## config.mk

```make
export PLATFORM = sky130hd
export DESIGN_NAME = spi_mem_arbiter
export DESIGN_NICKNAME = d
export VERILOG_FILES = /design/src/rtl/spi_mem_arbiter_pkg.sv /design/src/rtl/spi_mem_arbiter_rr_pick.sv /design/src/rtl/spi_mem_arbiter.sv
export SDC_FILE = /design/constraint.sdc
export NUM_CORES = 1
export LEC_CHECK = 0
export CAP_MARGIN = 15
export CORE_ASPECT_RATIO = 1.2
export CORE_MARGIN = 4
export CORE_UTILIZATION = 50
export DETAILED_ROUTE_END_ITERATION = 10
export PLACE_DENSITY_LB_ADDON = 0.3
export SETUP_SLACK_MARGIN = 0.02
export SLEW_MARGIN = 20
export SYNTH_ARGS = -nofsm -noshare
export SYNTH_HDL_FRONTEND = slang
export SYNTH_SLANG_ARGS = --single-unit
```

## constraint.sdc

```tcl
create_clock -name clk -period 4.6 [get_ports clk]
set_input_delay 0.69 -clock clk [delete_from_list [all_inputs] [get_ports clk]]
set_output_delay 0.69 -clock clk [all_outputs]
set_load 0.05 [all_outputs]
```

## src/rtl/spi_mem_arbiter_pkg.sv

```systemverilog
// Shared types and defaults for the spi_mem round-robin arbiter.
package spi_mem_arb_pkg;

  localparam int DEF_N_REQ       = 4;
  localparam int DEF_ADDR_W      = 6;
  localparam int DEF_DATA_W      = 8;
  localparam int DEF_TIMEOUT_CYC = 4096;

  typedef enum logic [1:0] {
    IDLE,
    BUSY,
    DONE,
    RELEASE
  } arb_state_e;

  // Index width, kept at least one bit wide so N_REQ=1 corner still elaborates.
  function automatic int idx_w(input int n);
    return (n > 1) ? $clog2(n) : 1;
  endfunction

endpackage

```

## src/rtl/spi_mem_arbiter_rr_pick.sv

```systemverilog
// Combinational round-robin picker: lowest requesting index at or after ptr_i.
module rr_pick
  import spi_mem_arb_pkg::*;
#(
  parameter int N_REQ = DEF_N_REQ,
  parameter int IDX_W = idx_w(DEF_N_REQ)
) (
  input  logic [N_REQ-1:0] req_i,
  input  logic [IDX_W-1:0] ptr_i,
  output logic [N_REQ-1:0] grant_o,
  output logic [IDX_W-1:0] idx_o,
  output logic             any_o
);

  logic [N_REQ-1:0] rot;
  logic [IDX_W:0]   off;
  logic [IDX_W:0]   sum;

  // Rotate so ptr_i lands on bit 0, find the first set bit, then rotate back.
  always_comb begin
    rot   = N_REQ'({req_i, req_i} >> ptr_i);
    off   = '0;
    any_o = |req_i;
    for (int j = N_REQ - 1; j >= 0; j--) begin
      if (rot[j]) off = (IDX_W+1)'(j);
    end
    sum = {1'b0, ptr_i} + off;
    if (sum >= (IDX_W+1)'(N_REQ)) sum = sum - (IDX_W+1)'(N_REQ);
    idx_o   = sum[IDX_W-1:0];
    grant_o = any_o ? (N_REQ'(1) << idx_o) : '0;
  end

endmodule

```

## src/rtl/spi_mem_arbiter.sv

```systemverilog
// Shares one spi_mem controller between N_REQ requesters, one whole transaction at a time.
module spi_mem_arbiter
  import spi_mem_arb_pkg::*;
#(
  parameter int N_REQ       = DEF_N_REQ,
  parameter int ADDR_W      = DEF_ADDR_W,
  parameter int DATA_W      = DEF_DATA_W,
  parameter int TIMEOUT_CYC = DEF_TIMEOUT_CYC
) (
  input  logic                     clk,
  input  logic                     rst,
  input  logic [N_REQ-1:0]         req_en,
  input  logic [N_REQ-1:0]         req_wr_en,
  input  logic [N_REQ*ADDR_W-1:0]  req_addr,
  input  logic [N_REQ*DATA_W-1:0]  req_wr_data,
  output logic [N_REQ-1:0]         req_valid,
  output logic                     req_err,
  output logic [DATA_W-1:0]        req_rd_data,
  output logic                     mem_en,
  output logic                     mem_wr_en,
  output logic [ADDR_W-1:0]        mem_addr,
  output logic [DATA_W-1:0]        mem_wr_data,
  input  logic [DATA_W-1:0]        mem_rd_data,
  input  logic                     mem_valid,
  output logic                     timeout_seen
);

  localparam int IDX_W = idx_w(N_REQ);
  localparam int CNT_W = $clog2(TIMEOUT_CYC);

  arb_state_e        state_q;
  logic [N_REQ-1:0]  grant_q;
  logic [IDX_W-1:0]  idx_q;
  logic [IDX_W-1:0]  prio_q;
  logic [IDX_W-1:0]  prio_d;
  logic [CNT_W-1:0]  cnt_q;
  logic [CNT_W-1:0]  cnt_d;
  logic              mem_en_q;
  logic              mem_wr_en_q;
  logic [ADDR_W-1:0] mem_addr_q;
  logic [DATA_W-1:0] mem_wr_data_q;
  logic [N_REQ-1:0]  req_valid_q;
  logic              req_err_q;
  logic [DATA_W-1:0] req_rd_data_q;
  logic              timeout_q;

  logic [N_REQ-1:0]  pick_grant;
  logic [IDX_W-1:0]  pick_idx;
  logic              pick_any;

  rr_pick #(
    .N_REQ (N_REQ),
    .IDX_W (IDX_W)
  ) u_pick (
    .req_i   (req_en),
    .ptr_i   (prio_q),
    .grant_o (pick_grant),
    .idx_o   (pick_idx),
    .any_o   (pick_any)
  );

  // Counter saturates at all-ones; the granted requester moves to the back of the ring.
  assign cnt_d  = (&cnt_q) ? cnt_q : cnt_q + 1'b1;
  assign prio_d = (idx_q == IDX_W'(N_REQ - 1)) ? '0 : idx_q + 1'b1;

  always_ff @(posedge clk) begin
    if (rst) begin
      state_q       <= IDLE;
      grant_q       <= '0;
      idx_q         <= '0;
      prio_q        <= '0;
      cnt_q         <= '0;
      mem_en_q      <= 1'b0;
      mem_wr_en_q   <= 1'b0;
      mem_addr_q    <= '0;
      mem_wr_data_q <= '0;
      req_valid_q   <= '0;
      req_err_q     <= 1'b0;
      req_rd_data_q <= '0;
      timeout_q     <= 1'b0;
    end else begin
      unique case (state_q)
        IDLE: begin
          if (pick_any) begin
            grant_q       <= pick_grant;
            idx_q         <= pick_idx;
            mem_wr_en_q   <= req_wr_en[pick_idx];
            mem_addr_q    <= req_addr[pick_idx*ADDR_W +: ADDR_W];
            mem_wr_data_q <= req_wr_data[pick_idx*DATA_W +: DATA_W];
            mem_en_q      <= 1'b1;
            cnt_q         <= '0;
            state_q       <= BUSY;
          end
        end
        BUSY: begin
          cnt_q <= cnt_d;
          if (mem_valid) begin
            req_rd_data_q <= mem_rd_data;
            req_err_q     <= 1'b0;
            req_valid_q   <= grant_q;
            state_q       <= DONE;
          end else if (cnt_q == CNT_W'(TIMEOUT_CYC - 1)) begin
            req_err_q   <= 1'b1;
            timeout_q   <= 1'b1;
            mem_en_q    <= 1'b0;
            req_valid_q <= grant_q;
            state_q     <= DONE;
          end
        end
        DONE: begin
          if (!req_en[idx_q]) begin
            req_valid_q <= '0;
            mem_en_q    <= 1'b0;
            state_q     <= RELEASE;
          end
        end
        RELEASE: begin
          if (!mem_valid) begin
            prio_q  <= prio_d;
            grant_q <= '0;
            state_q <= IDLE;
          end
        end
        default: state_q <= IDLE;
      endcase
    end
  end

  assign req_valid    = req_valid_q;
  assign req_err      = req_err_q;
  assign req_rd_data  = req_rd_data_q;
  assign mem_en       = mem_en_q;
  assign mem_wr_en    = mem_wr_en_q;
  assign mem_addr     = mem_addr_q;
  assign mem_wr_data  = mem_wr_data_q;
  assign timeout_seen = timeout_q;

endmodule

```

==> results.txt, run 1 <==
io pins = 105
MaxCap Viol Count = 0
GRT Overall Usage = 0.212
Synth top cells by count = nor3_1 (59), dfxtp_1 (52), nand2_1 (40)
# Post-CTS Setup Buffers = 0
# clock sinks = 52
fin. max-slew vios = 0
Post-synth EDFFs = 0
PD cells = 432 mW/mm^2
root buffer selected by CTS = clkbuf_8
# diodes = 0
Synth Instances = 411
final wirelength = 7930 um
outcome = complete, no violations
DR vias/cell = 5.53
Syn-to-layout area delta = 35.0%
R2R Setup Slk = 1.79 ns
clock-pin slew on the worst setup and hold paths = 0.10 ns
Req. time, crit path = 4.81 ns
Syn. warnings = 0
setup_tns = 0 ns
final hold violations = 0
drt wl/cell = 13.8 um
clk_lat worst skew = 0.31 ns
TritonRoute pass-1 iters = 4
1st-iter DRT viols = 92
Final HPWL DP = 5940 um
Worst Hold Path EP = req_rd_data[2]$_SDFFE_PP0P_
Yosys top cell by area = dfxtp_1
RD Place Congestion = 0.793
syn_area_per_cell = 7.76 um^2
register area share after synthesis = 0.326
post-cts resize count = 0
startpoint of the worst hold path = req_rd_data[2]$_SDFFE_PP0P_
vias in the first global route = 3024
die area = 0.00773 mm^2
FF-to-FF End = mem_wr_data[1]$_SDFFE_PP0P_
vias = 3187
Die Ht = 95.5 um
first-pass GRT wire length = 13200 um
syn_nets = 493
worst slew pin tran = 1.02 ns
Static Leak = 1.56 nW
relative slew slack = 0.317
CTS tree = built
# port buffers = 104
most frequent cell after synthesis = nor3_1
Fmax achieved = 0.294 GHz
Core ar. = 0.00613 mm^2
Max IR drop VDD = 0.231 mV
CP startpoint kind = input port
pre-CTS setup slack = 0.901 ns
Reg2Reg Depth = 8
FF+latch count, synth = 52
share of layout cells above drive strength 1 = 0.0567
Final nets = 575
# rows = 31
Mapped Area = 0.00319 mm^2
Remaining DRCs = 0
crit share post-route = 0.740
final worst clock skew = 0.0103 ns
worst-path fanout max = 34
Die Wd = 80.9 um
largest net degree at the start of global routing = 59
Yosys top cell area share = 0.326
H-Tree Level Count = 2
cells taking the most area after synthesis = dfxtp_1 (33%), mux2i_1 (10%), nor3_1 (9.3%), o21ai_0 (4.9%), nand2_1 (4.7%)
GR Overflow Total = 0
Hold Path Stages = 2
initial antenna violation count = 0
CTS Hold Buffers Added = 0
CP endpoint kind = flop
RSZ-0062 raised after global routing = false
deepest clock path buffer count = 2
Reg2Reg Launch Point = prio_q[0]$_SDFFE_PP0P_
CTS Buf Count = 5
final setup fails = 0
critical path class = in -> reg
post-route ant nets = 0
asr flop ratio synth = 0
commonest register cell after synthesis = dfxtp_1
Final WS setup = 1.20 ns
critical path arrival = 3.61 ns
final worst path period need = 3.40 ns
worst min path class = reg -> reg
Starting Density = 0.520
post-synth cell types = 53
[worst max path at each step]
| stage | from | endpoint | cells after the start |
|---|---|---|---|
| after floorplan | req_en[2] | mem_addr[5]$_SDFFE_PP0P_ | 10 |
| after global placement | req_en[3] | mem_wr_data[0]$_SDFFE_PP0P_ | 9 |
| after detailed placement | req_en[3] | mem_wr_data[2]$_SDFFE_PP0P_ | 9 |
| after CTS | req_en[3] | mem_wr_data[2]$_SDFFE_PP0P_ | 9 |
| after global routing | req_en[3] | mem_addr[5]$_SDFFE_PP0P_ | 9 |
| final | req_en[3] | mem_wr_data[1]$_SDFFE_PP0P_ | 9 |
[metal layers]
layer / share of wire / GRT usage / vias to the layer above
li1: - / - / 1622
met1: 0.40 / 0.235 / 1455
met2: 0.51 / 0.384 / 101
met3: 0.077 / 0.0558 / 9
met4: 0.012 / 0.0746 / 0
met5: 0 / 0 / -
[layout by cell type, fill, tap and decap left out, drive strengths merged, types with 2 or more instances in the layout]
cell / count
nand3: 28
buf: 3
nor4: 3
or3: 4
or2: 3
mux2: 2
a211oi: 3
nand2: 40
a22oi: 4
a32o: 3
xor2: 7
a21oi: 19
nor3b: 2
o211ai: 2
nand2b: 3
nor2b: 7
nor3: 60
ha: 7
nor2: 34
nand4: 3
clkdlybuf4s50: 104
dfxtp: 52
mux2i: 33
a22o: 2
o21ai: 36
inv: 5
clkbuf: 6
xnor2: 4
[layout make-up]
| type | instances | area, um^2 |
|---|---|---|
| Clock buffer | 6 | 72.6 |
| Clock inverter | 2 | 16.3 |
| Fill cell | 525 | 1820 |
| Inverter | 5 | 18.8 |
| Multi-Input combinational cell | 322 | 1990 |
| Sequential cell | 52 | 1040 |
| Tap cell | 82 | 103 |
| Timing Repair Buffer | 107 | 1060 |
[worst max-delay path, stage by stage]
cell and delay, ns:
clkdlybuf4s50_1 0.65, and3b_1 0.22, o21ai_0 0.15, o2111ai_1 0.14
ha_2 0.96, mux2i_1 0.33, nor3_1 0.07, o21ai_0 0.25
nand3_1 0.10
[sequential cells by signal, indices dropped and copies added, names as in the netlist]
name	flops
state_q	2
timeout_seen	1
mem_en	1
cnt_q	12
req_valid	4
req_err	1
grant_q	4
mem_wr_en	1
prio_q	2
req_rd_data	8
mem_wr_data	8
idx_q	2
mem_addr	6
[cells by family after synthesis]
family | count (synthesis) | synth area share
simple gates | 191 | 0.294
compound gates | 77 | 0.149
flops | 52 | 0.326
buf+inv | 37 | 0.0549
mux | 36 | 0.118
xor+xnor | 11 | 0.0302
fa+ha+maj | 7 | 0.0275
[power by group]
| group | leakage, nW | total, W | switching (W) | internal, W |
|---|---|---|---|---|
| Clock | 0.0414 | 0.000263 | 0.000154 | 0.000109 |
| Combinational | 1.09 | 0.000989 | 0.000614 | 0.000375 |
| Sequential | 0.424 | 0.000610 | 0.0000638 | 0.000546 |
| Total | 1.56 | 0.00186 | 0.000832 | 0.00103 |
[stage by stage]
stage | area (um^2) | hold WS, ns | instances | util | total power (W)
final | 4310 | 0.459 | 576 | 0.703 | 0.00186
after global routing | 4310 | 0.489 | 576 | 0.703 | 0.00199
after CTS | 4310 | 0.463 | 576 | 0.703 | 0.00188
after detailed placement | 4220 | 0.444 | 568 | 0.688 | 0.00161
after global placement | 4220 | 0.436 | 568 | 0.688 | 0.00159
after floorplan | 3190 | 0.443 | 411 | - | 0.00133
Power figures use the tool's default switching activity.
==> inputs of run 2 (changes only) <==
Settings changed: CORE_UTILIZATION 50 to 46.
Clock period 4.6 ns to 3.2 ns, I/O delays scaled along.
==> run 2 against run 1 <==
Compared with the run above:
- via count increased by 3.0%
- global-route usage decreased by 1.6 points
- sequential power increased by 44%
- final cell count increased by 2.3%
- final area increased by 2.5%
- register-to-register slack got worse by 1.0 ns
- routed wire length increased by 3.4%
- die area increased by 7.9%
- clock power increased by 50%
- first-iteration DRC count increased by 100%
- utilization decreased by 5.1 points
- non-clock buffer count increased by 8
==> results.txt, run 2 (synthesized netlist as in run 1, its figures left out) <==
outcome = complete, no violations (unchanged)
critical path class = in -> reg (unchanged)
# Post-CTS Setup Buffers = 0 (unchanged)
# clock sinks = 52 (unchanged)
Req. time, crit path = 3.40 ns (was 4.81 ns)
Fmax achieved = 0.359 GHz
Core ar. = 0.00677 mm^2 (was 0.00613 mm^2)
setup_tns = 0 ns (unchanged)
first-pass GRT wire length = 13700 um (was 13200 um)
Largest register FFs = 12 (unchanged)
final hold violations = 0 (unchanged)
worst-path fanout max = 32 (was 34)
most common cell after layout, fill and taps aside = clkdlybuf4s50_1 (unchanged)
largest net degree at the start of global routing = 44 (was 59)
# port buffers = 104 (unchanged)
RSZ-0062 raised after global routing = false (unchanged)
RD Place Congestion = 0.775 (was 0.793)
Comb power frac = 0.537 (was 0.531)
Psw = 0.00121 W (was 0.000832 W)
# diodes = 0 (unchanged)
deepest clock path buffer count = 2 (unchanged)
CP startpoint kind = input port (unchanged)
CTS Hold Buffers Added = 0 (unchanged)
clock network power share = 0.143 (was 0.141)
initial antenna violation count = 0 (unchanged)
io pins = 105 (unchanged)
PD cells = 624 mW/mm^2 (was 432 mW/mm^2)
vias in the first global route = 3094 (was 3024)
1st-iter DRT viols = 187 (was 92)
CTS Buf Count = 5 (unchanged)
CTS tree = built (unchanged)
final wirelength = 8200 um (was 7930 um)
critical path arrival = 2.99 ns (was 3.61 ns)
final setup fails = 0 (unchanged)
R2R Setup Slk = 0.79 ns (was 1.79 ns)
cell-internal power = 0.00154 W (was 0.00103 W)
CP most frequent cell = o21ai_0 (unchanged)
Max IR drop VDD = 0.288 mV (was 0.231 mV)
DR vias/cell = 5.58 (was 5.53)
TritonRoute pass-1 iters = 5 (was 4)
CP max stage delay = 0.74 ns (was 0.96 ns)
share of layout cells above drive strength 1 = 0.0717 (was 0.0567)
post-route ant nets = 0 (unchanged)
Die Ht = 99.2 um (was 95.5 um)
Starting Density = 0.471 (was 0.520)
crit share post-route = 0.869
final worst path period need = 2.78 ns
worst slew pin tran = 0.720 ns (was 1.02 ns)
Sw Share = 0.439 (was 0.447)
Die Wd = 84.0 um (was 80.9 um)
vias = 3284 (was 3187)
Remaining DRCs = 0 (unchanged)
Worst path slowest cell = clkdlybuf4s50_1 (was ha_2)
# rows = 33 (was 31)
most flop-heavy register = cnt_q (unchanged)
total power = 0.00275 W (was 0.00186 W)
CP endpoint kind = flop (unchanged)
H-Tree Level Count = 2 (unchanged)
relative slew slack = 0.519 (was 0.317)
Static Leak = 1.61 nW (was 1.56 nW)
worst min path class = reg -> reg (unchanged)
Reg power frac = 0.320 (was 0.328)
post-cts resize count = 0 (unchanged)
CP Cell Sequence = clkdlybuf4s50_1 > nor3b_1 > o21ai_0 > o2111ai_1 > ha_2 > buf_12 > mux2i_1 > nor3_1 > o21ai_0 > nand3_1 (was clkdlybuf4s50_1 > and3b_1 > o21ai_0 > o2111ai_1 > ha_2 > mux2i_1 > nor3_1 > o21ai_0 > nand3_1)
drt wl/cell = 13.9 um (was 13.8 um)
most frequent cells in the layout = clkdlybuf4s50_1 (104), nor3_1 (59), dfxtp_1 (52) (unchanged)
GRT Overall Usage = 0.196 (was 0.212)
Final nets = 583 (was 575)
Final HPWL DP = 6330 um (was 5940 um)
root buffer selected by CTS = clkbuf_8 (unchanged)
final worst clock skew = 0.00950 ns (was 0.0103 ns)
MaxCap Viol Count = 0 (unchanged)
Syn-to-layout area delta = 38.4% (was 35.0%)
clk_lat worst skew = 0.31 ns (about the same)
die area = 0.00834 mm^2 (was 0.00773 mm^2)
clock-pin slew on the worst setup and hold paths = 0.10 ns (about the same)
fin. max-slew vios = 0 (unchanged)
GR Overflow Total = 0 (unchanged)
[run 2: area by class of cell]
| class | instances | area (um^2) |
|---|---|---|
| Clock inverter | 1 | 7.51 |
| Fill cell | 625 | 2360 |
| Inverter | 5 | 18.8 |
| Multi-Input combinational cell | 322 | 1990 |
| Tap cell | 87 | 109 |
| Clock buffer | 7 | 86.3 |
| Sequential cell | 52 | 1040 |
| Timing Repair Buffer | 115 | 1160 |
[run 2: per-stage QoR]
step	instance area, um^2	utilization	hold slack [ns]	setup WS [ns]	cells
final	4410	0.652	0.458	0.418	589
after global routing	4410	0.652	0.485	0.134	589
after CTS	4410	0.652	0.463	0.413	589
after detailed placement	4320	0.638	0.441	0.0950	581
after global placement	4320	0.638	0.434	0.219	581
after floorplan	3190	-	0.443	0.556	411
[run 2: worst paths after layout]
path | startpoint | end | depth (start not counted)
setup reg to reg | prio_q[0]$_SDFFE_PP0P_ | mem_addr[1]$_SDFFE_PP0P_ | 9
hold / removal | mem_addr[5]$_SDFFE_PP0P_ | mem_addr[5]$_SDFFE_PP0P_ | 2
setup / recovery | req_en[2] | mem_addr[1]$_SDFFE_PP0P_ | 10
hold reg to reg | mem_addr[5]$_SDFFE_PP0P_ | mem_addr[5]$_SDFFE_PP0P_ | 2
[run 2: worst max-delay path: cells and delay by family]
kind | cells | cell delay, ns
buffers and inverters | 2 | 0.97
adders and majority gates | 1 | 0.41
muxes | 1 | 0.30
and+or+nand+nor | 3 | 0.28
AOI/OAI and AO/OA | 3 | 0.51
[run 2: power groups by stage]
stage	sequential, W	combinational [W]	clock (W)
global placement	0.000890	0.00145	0
finish	0.000880	0.00148	0.000394
detailed placement	0.000893	0.00148	0
floorplan	0.00121	0.000699	0
CTS	0.000880	0.00149	0.000402
global route	0.000899	0.00160	0.000424
[run 2: metal layers]
| metal | up-vias | part of all wire | GRT usage |
|---|---|---|---|
| li1 | 1649 | - | - |
| met1 | 1506 | 0.38 | 0.214 |
| met2 | 121 | 0.51 | 0.359 |
| met3 | 8 | 0.088 | 0.0621 |
| met4 | 0 | 0.014 | 0.0619 |
| met5 | - | 0 | 0 |
